[src/rtl/aes_ofb_byte_stream.sv]
// aes_ofb_byte_stream
// Byte-stream adapter around the AES-128 OFB core. Incoming bytes are packed
// MSB-first into a 128-bit block and handed to the core with a one-cycle load
// strobe. Once the core reports done, the result is replayed as a byte stream.
// A message that ends early (s_last) produces a zero-padded block, and only
// the bytes that were actually received are sent back out. If the core never
// answers, the block is dropped after TIMEOUT_CYCLES and a sticky error flag is
// raised.

module aes_ofb_byte_stream #(
    parameter int TIMEOUT_CYCLES = 64
) (
    input  logic         clk,
    input  logic         rst_n,
    input  logic         mode_in,
    input  logic [7:0]   s_data,
    input  logic         s_valid,
    input  logic         s_last,
    output logic         s_ready,
    output logic [7:0]   m_data,
    output logic         m_valid,
    output logic         m_last,
    input  logic         m_ready,
    output logic         core_ld,
    output logic         core_mode,
    output logic [127:0] core_data_in,
    input  logic         core_done,
    input  logic [127:0] core_data_out,
    output logic         busy,
    output logic         err_timeout
);

    localparam int TIMER_W = $clog2(TIMEOUT_CYCLES);
    localparam logic [TIMER_W-1:0] TIMER_MAX = TIMER_W'(TIMEOUT_CYCLES - 1);

    typedef enum logic [1:0] {
        ST_FILL  = 2'd0,
        ST_LOAD  = 2'd1,
        ST_WAIT  = 2'd2,
        ST_DRAIN = 2'd3
    } state_t;

    state_t               state_q,     state_d;
    logic [3:0]           byte_cnt_q,  byte_cnt_d;
    logic [127:0]         block_q,     block_d;
    logic [127:0]         core_data_q, core_data_d;
    logic                 mode_q,      mode_d;
    logic [3:0]           last_idx_q,  last_idx_d;
    logic                 last_flag_q, last_flag_d;
    logic [TIMER_W-1:0]   timer_q,     timer_d;
    logic [127:0]         result_q,    result_d;
    logic [3:0]           idx_q,       idx_d;
    logic                 err_q,       err_d;

    // Bit position of the top of the byte slot: byte k sits at [127-8k -: 8],
    // and 127-8k is simply {~k, 3'b111} for a 4-bit k.
    logic [6:0]           fill_hi;
    logic [6:0]           drain_hi;

    assign fill_hi  = {~byte_cnt_q, 3'b111};
    assign drain_hi = {~idx_q, 3'b111};

    // State register and all datapath flops; reset clears everything, which
    // also throws away any partially collected block.
    always_ff @(posedge clk) begin
        if (!rst_n) begin
            state_q     <= ST_FILL;
            byte_cnt_q  <= 4'd0;
            block_q     <= 128'd0;
            core_data_q <= 128'd0;
            mode_q      <= 1'b0;
            last_idx_q  <= 4'd0;
            last_flag_q <= 1'b0;
            timer_q     <= '0;
            result_q    <= 128'd0;
            idx_q       <= 4'd0;
            err_q       <= 1'b0;
        end else begin
            state_q     <= state_d;
            byte_cnt_q  <= byte_cnt_d;
            block_q     <= block_d;
            core_data_q <= core_data_d;
            mode_q      <= mode_d;
            last_idx_q  <= last_idx_d;
            last_flag_q <= last_flag_d;
            timer_q     <= timer_d;
            result_q    <= result_d;
            idx_q       <= idx_d;
            err_q       <= err_d;
        end
    end

    // Next-state and datapath update for the FILL/LOAD/WAIT/DRAIN sequence.
    always_comb begin
        state_d     = state_q;
        byte_cnt_d  = byte_cnt_q;
        block_d     = block_q;
        core_data_d = core_data_q;
        mode_d      = mode_q;
        last_idx_d  = last_idx_q;
        last_flag_d = last_flag_q;
        timer_d     = timer_q;
        result_d    = result_q;
        idx_d       = idx_q;
        err_d       = err_q;

        case (state_q)
            ST_FILL: begin
                if (s_valid) begin
                    // The first byte starts a fresh, zeroed block so that a
                    // short block is padded with zeros automatically.
                    if (byte_cnt_q == 4'd0) begin
                        block_d = {s_data, 120'd0};
                        mode_d  = mode_in;
                    end else begin
                        block_d[fill_hi -: 8] = s_data;
                    end

                    if ((byte_cnt_q == 4'd15) || s_last) begin
                        // The completed block is captured for the core here
                        // so it is already valid during the load strobe.
                        core_data_d = block_d;
                        last_idx_d  = byte_cnt_q;
                        last_flag_d = s_last;
                        byte_cnt_d  = 4'd0;
                        state_d     = ST_LOAD;
                    end else begin
                        byte_cnt_d  = byte_cnt_q + 4'd1;
                    end
                end
            end

            ST_LOAD: begin
                timer_d = '0;
                state_d = ST_WAIT;
            end

            ST_WAIT: begin
                if (core_done) begin
                    result_d = core_data_out;
                    idx_d    = 4'd0;
                    state_d  = ST_DRAIN;
                end else if (timer_q == TIMER_MAX) begin
                    err_d    = 1'b1;
                    state_d  = ST_FILL;
                end else begin
                    timer_d  = timer_q + 1'b1;
                end
            end

            ST_DRAIN: begin
                if (m_ready) begin
                    if (idx_q == last_idx_q) begin
                        idx_d   = 4'd0;
                        state_d = ST_FILL;
                    end else begin
                        idx_d   = idx_q + 4'd1;
                    end
                end
            end

            default: begin
                state_d = ST_FILL;
            end
        endcase
    end

    // Outputs are decoded from registered state only, so m_data and m_last
    // cannot move while the downstream side is stalling.
    always_comb begin
        s_ready      = (state_q == ST_FILL);
        core_ld      = (state_q == ST_LOAD);
        m_valid      = (state_q == ST_DRAIN);
        busy         = (state_q != ST_FILL);
        m_data       = 8'd0;
        m_last       = 1'b0;
        if (state_q == ST_DRAIN) begin
            m_data   = result_q[drain_hi -: 8];
            m_last   = last_flag_q && (idx_q == last_idx_q);
        end
        core_mode    = mode_q;
        core_data_in = core_data_q;
        err_timeout  = err_q;
    end

endmodule
[config.mk]
export PLATFORM = sky130hd
export DESIGN_NAME = aes_ofb_byte_stream
export DESIGN_NICKNAME = d
export VERILOG_FILES = /design/src/rtl/aes_ofb_byte_stream.sv
export SDC_FILE = /design/constraint.sdc
export NUM_CORES = 1
export LEC_CHECK = 0
export CAP_MARGIN = 5
export CORE_MARGIN = 1
export CORE_UTILIZATION = 45
export CTS_CLUSTER_DIAMETER = 50
export DETAILED_ROUTE_END_ITERATION = 12
export PLACE_DENSITY = 0.69
export SLEW_MARGIN = 30
export SYNTH_ARGS = -nofsm -noshare
export SYNTH_HDL_FRONTEND = slang
export SYNTH_SLANG_ARGS = --single-unit
[constraint.sdc]
create_clock -name clk -period 3 [get_ports clk]
set_input_delay 0.3 -clock clk [delete_from_list [all_inputs] [get_ports clk]]
set_output_delay 0.3 -clock clk [all_outputs]
set_load 0.01 [all_outputs]
==> metrics.md <==
| Metric | Value |
|---|---|
| VDD IR max | `0.361 mV` |
| Sort of element at the start of the critical path | `flip-flop` |
| Relative area change from synthesis to final layout | `26.8%` |
| Final hold vios | `0` |
| DRC violation count after routing | `0` |
| Mapped Area | `17700 um2` |
| Post-synthesis async set-or-reset flop share | `0` |
| Num Clock Sinks | `407` |
| Part of the total power dissipated in combinational logic | `0.208` |
| Xor and xnor area share after synthesis | `0.00644` |
| Synthesized flop and latch total | `407` |
| Effective utilization at floorplan | `0.457` |
| Min Hold Slack | `0.101 ns` |
| Most frequently used cell type in the post-synthesis netlist | `nand2_1` |
| Final standard cell count with taps included and fillers excluded | `2809` |
| Total via count in the routed design | `15.5k` |
| List of most frequent post-synthesis cells | `572 x nand2_1, 407 x dfxtp_1, 178 x a21oi_1` |
| Compound-Gate Fraction of Synth Area | `0.211` |
| Distinct cells, synth | `52` |
| Main flop type after synthesis | `dfxtp_1` |
| Cell-internal power | `10.1 mW` |
| Sum of buffers and inverters on the critical path | `4` |
| Syn_area_per_cell | `8.59 um2` |
| Maximum number of pins on one net before global-route repair | `125` |
| Number of DRC violations after detailed-routing iteration 0 | `1068` |
| Worst EP arrival | `2.66 ns` |
| Biggest fanout along the worst timing path | `6` |
| Combinational family with the most area after synthesis | `compound AO/OA/AOI/OAI gates` |
| Multiplexer fraction of the synthesized cell area | `0.0598` |
| Root cell of the clock tree | `clkbuf_16` |
| Count of flip-flops with a built-in enable after synthesis | `0` |
| Yosys warnings | `0` |
| Simple-gate share of the synthesized area | `0.206` |
| Fraction of final layout cells sized beyond drive strength 1 | `0.0830` |
| Vertical die dimension | `200 um` |
| Wire length of the first global-routing pass | `81.7 mm` |
| Leakage | `7.64 nW` |
| Actual transition at the worst max-transition pin | `0.963 ns` |
| Largest area contributor in the netlist | `dfxtp_1` |
| Top-level port count | `286` |
| Number of nets with antenna violations after routing | `0` |
| Number of input and output port buffers inserted | `285` |
| Dominant cell type by count on the critical path | `mux4_2` |
| Count of filler cells inserted in the layout | `3455` |
| Multi-input gate area | `8730 um2` |
| Clock latency on the worst-skew pair | `0.57 ns` |
| Site row count | `72` |
| Maximum level of the CTS H-tree | `2` |
| Pwr Density | `643 nW/um2` |
| First-pass iteration count of the detailed router | `5` |
| Proportion of power drawn by flip-flops and latches | `0.412` |
| Final wirelength | `52.3 mm` |
| Chip Width | `200 um` |
| Total of max-cap violations | `0` |
| RSZ-0062 raised after global routing | `true` |
| Worst setup EP type | `primary output` |
| Yosys top cell area share | `0.461` |
| Critical-path cell with the highest stage delay | `mux4_2` |
| Proportion of total power due to net switching | `0.302` |
| Final critical-path share of the clock period | `0.986` |
| Outcome | `complete, no violations` |
| Vias in the first global route | `15.0k` |
| Number of nets at the end of the flow | `2411` |
| Fmax | `338 MHz` |
| Cts bufs inserted | `46` |
| Power dissipated by switching net loads | `4.35 mW` |
| Worst-case clock skew | `0.0197 ns` |
| Standard cell core area | `38700 um2` |
| Min Clock Period, post-route | `2.96 ns` |
| Routability congestion estimate from global placement | `0.820` |
| Final-report max-slew violation count | `0` |
| Global-route total usage across every layer | `0.255` |
| Dominant cells by area after synthesis | `dfxtp_1 46%, nand2_1 12%, a21boi_0 6.1%` |
| CP Cell Sequence | `buf_6 -> buf_12 -> buf_16 -> mux4_2 -> mux4_2 -> and2_4 -> buf_2` |
| Initial antenna violation count | `4` |
| Cell count after placement | `2713` |
| Post-synth net total | `2215` |
| Crit Path Category | `reg -> out` |
| Maximum single-stage delay on the critical path | `0.51 ns` |
| CTS tree | `done` |
| Post-synthesis adder-cell area fraction | `0.00849` |
| Worst max-slew margin expressed relative to the limit | `0.358` |
| Final Setup Violations | `0` |
| Overall die area | `40100 um2` |
| Cell family with the largest share of critical-path delay | `multiplexers` |
| Path class of the lowest-slack min-delay path | `in -> reg` |
| Average routed wire per standard cell | `18.6 um` |
| FF+latch area | `8150 um2` |
| Vias/cell | `5.51` |
| Post-detailed-placement half-perimeter wirelength | `34.7 mm` |
| Number of standard cells after synthesis | `2060` |
| Clock-pin slew of the registers on the worst-case setup and hold paths | `0.06 ns` |
| Proportion of power drawn by the clock network | `0.379` |
| GRT Residual Overflow | `0` |
| Sequential-to-total area share from yosys stat | `0.461` |
| Data required time of the critical path | `2.70 ns` |
| Maximum number of buffers from clock root to sink | `3` |
[cell usage in the layout (no fill, tap or decap), types with 5 or more instances in the layout]
cell type and n:
a21oi_1 178, nor2_1 30, o2bb2ai_1 8, and3_1 10
clkdlybuf4s50_1 276, a211oi_1 16, mux2i_1 9, o211a_1 9
o21a_1 69, mux4_1 10, buf_12 11, a22o_1 68
buf_4 33, nand3_1 119, clkinvlp_4 6, dfxtp_1 406
a22oi_1 9, ha_1 12, nor2b_1 7, and2_1 75
clkbuf_16 47, a21boi_0 144, clkinv_2 5, clkbuf_1 9
mux4_2 29, nand2_1 570, a22oi_2 8, inv_1 9
clkbuf_8 8, and2_4 8, o21ai_1 17, xor2_1 10
[state kept, by name, indices dropped and copies added, names as in the netlist]
register      cells
block_q         128
core_data_in    128
result_q        128
timer_q           6
byte_cnt_q        4
idx_q             4
last_idx_q        4
state_q           2
core_mode         1
err_timeout       1
last_flag_q       1
[stage by stage]
| stage | instance area [um2] | power, mW | setup WS [ns] | util | TNS (ns) |
|---|---|---|---|---|---|
| 6_report | 22400 | 14.4 | 0.0418 | 0.579 | 0 |
| 5_1_grt | 22400 | 15.0 | 0.000438 | 0.579 | 0 |
| 4_1_cts | 22400 | 14.4 | -0.0135 | 0.578 | -0.0152 |
| 3_5_place_dp | 20800 | 8.79 | 0.321 | 0.537 | 0 |
| 3_3_place_gp | 20800 | 8.72 | 0.318 | 0.537 | 0 |
| 2_1_floorplan | 17700 | 7.80 | 0.915 | - | 0 |
[area by class of cell]
class,instances,area share
clock buffers,64,0.0588
repair buffers,334,0.151
inverters,10,0.00167
flip-flops and latches,407,0.363
multi-input cells,1457,0.389
clock inverters,17,0.00653
diodes,2,0.000223
well taps,518,0.0289
[timing repair]
action / CTS / global route
endpoints found under the setup margin: 8 / 4
resized for setup: 41 / 6
cloned: 3 / 0
pin swaps: 0 / 0
endpoints found under the hold margin: 0 / 0
setup buffers: 6 / 4
hold buffers: 0 / 0
[final timing paths]
path	from	end	slack, ns	cells past startpoint
min reg2reg	core_data_in[60]	core_data_in[60]	0.45	2
max	idx_q[0]	m_data[6]	0.04	7
min	rst_n	err_timeout	0.10	2
max reg2reg	byte_cnt_q[0]	block_q[56]	0.53	7
[per-layer routing]
layer | part of all wire | vias up | track usage
li1 | - | 7420 | -
met1 | 0.42 | 7418 | 0.320
met2 | 0.48 | 537 | 0.431
met3 | 0.068 | 112 | 0.0490
met4 | 0.029 | 2 | 0.0968
met5 | 0.00025 | - | 0
[cell families after synthesis]
group	count (synthesis)
fa+ha+maj	12
flops	407
compound gates	539
simple gates	844
mux	49
buf+inv	196
xor+xnor	13
[power by group through the flow]
| stage | Sequential, mW | Combinational (mW) | Clock, mW |
|---|---|---|---|
| floorplan | 5.97 | 1.83 | 0 |
| global placement | 6.04 | 2.69 | 0 |
| detailed placement | 6.05 | 2.74 | 0 |
| CTS | 5.94 | 2.94 | 5.54 |
| global route | 5.97 | 3.24 | 5.76 |
| finish | 5.95 | 3.00 | 5.47 |
Power figures use the tool's default switching activity.
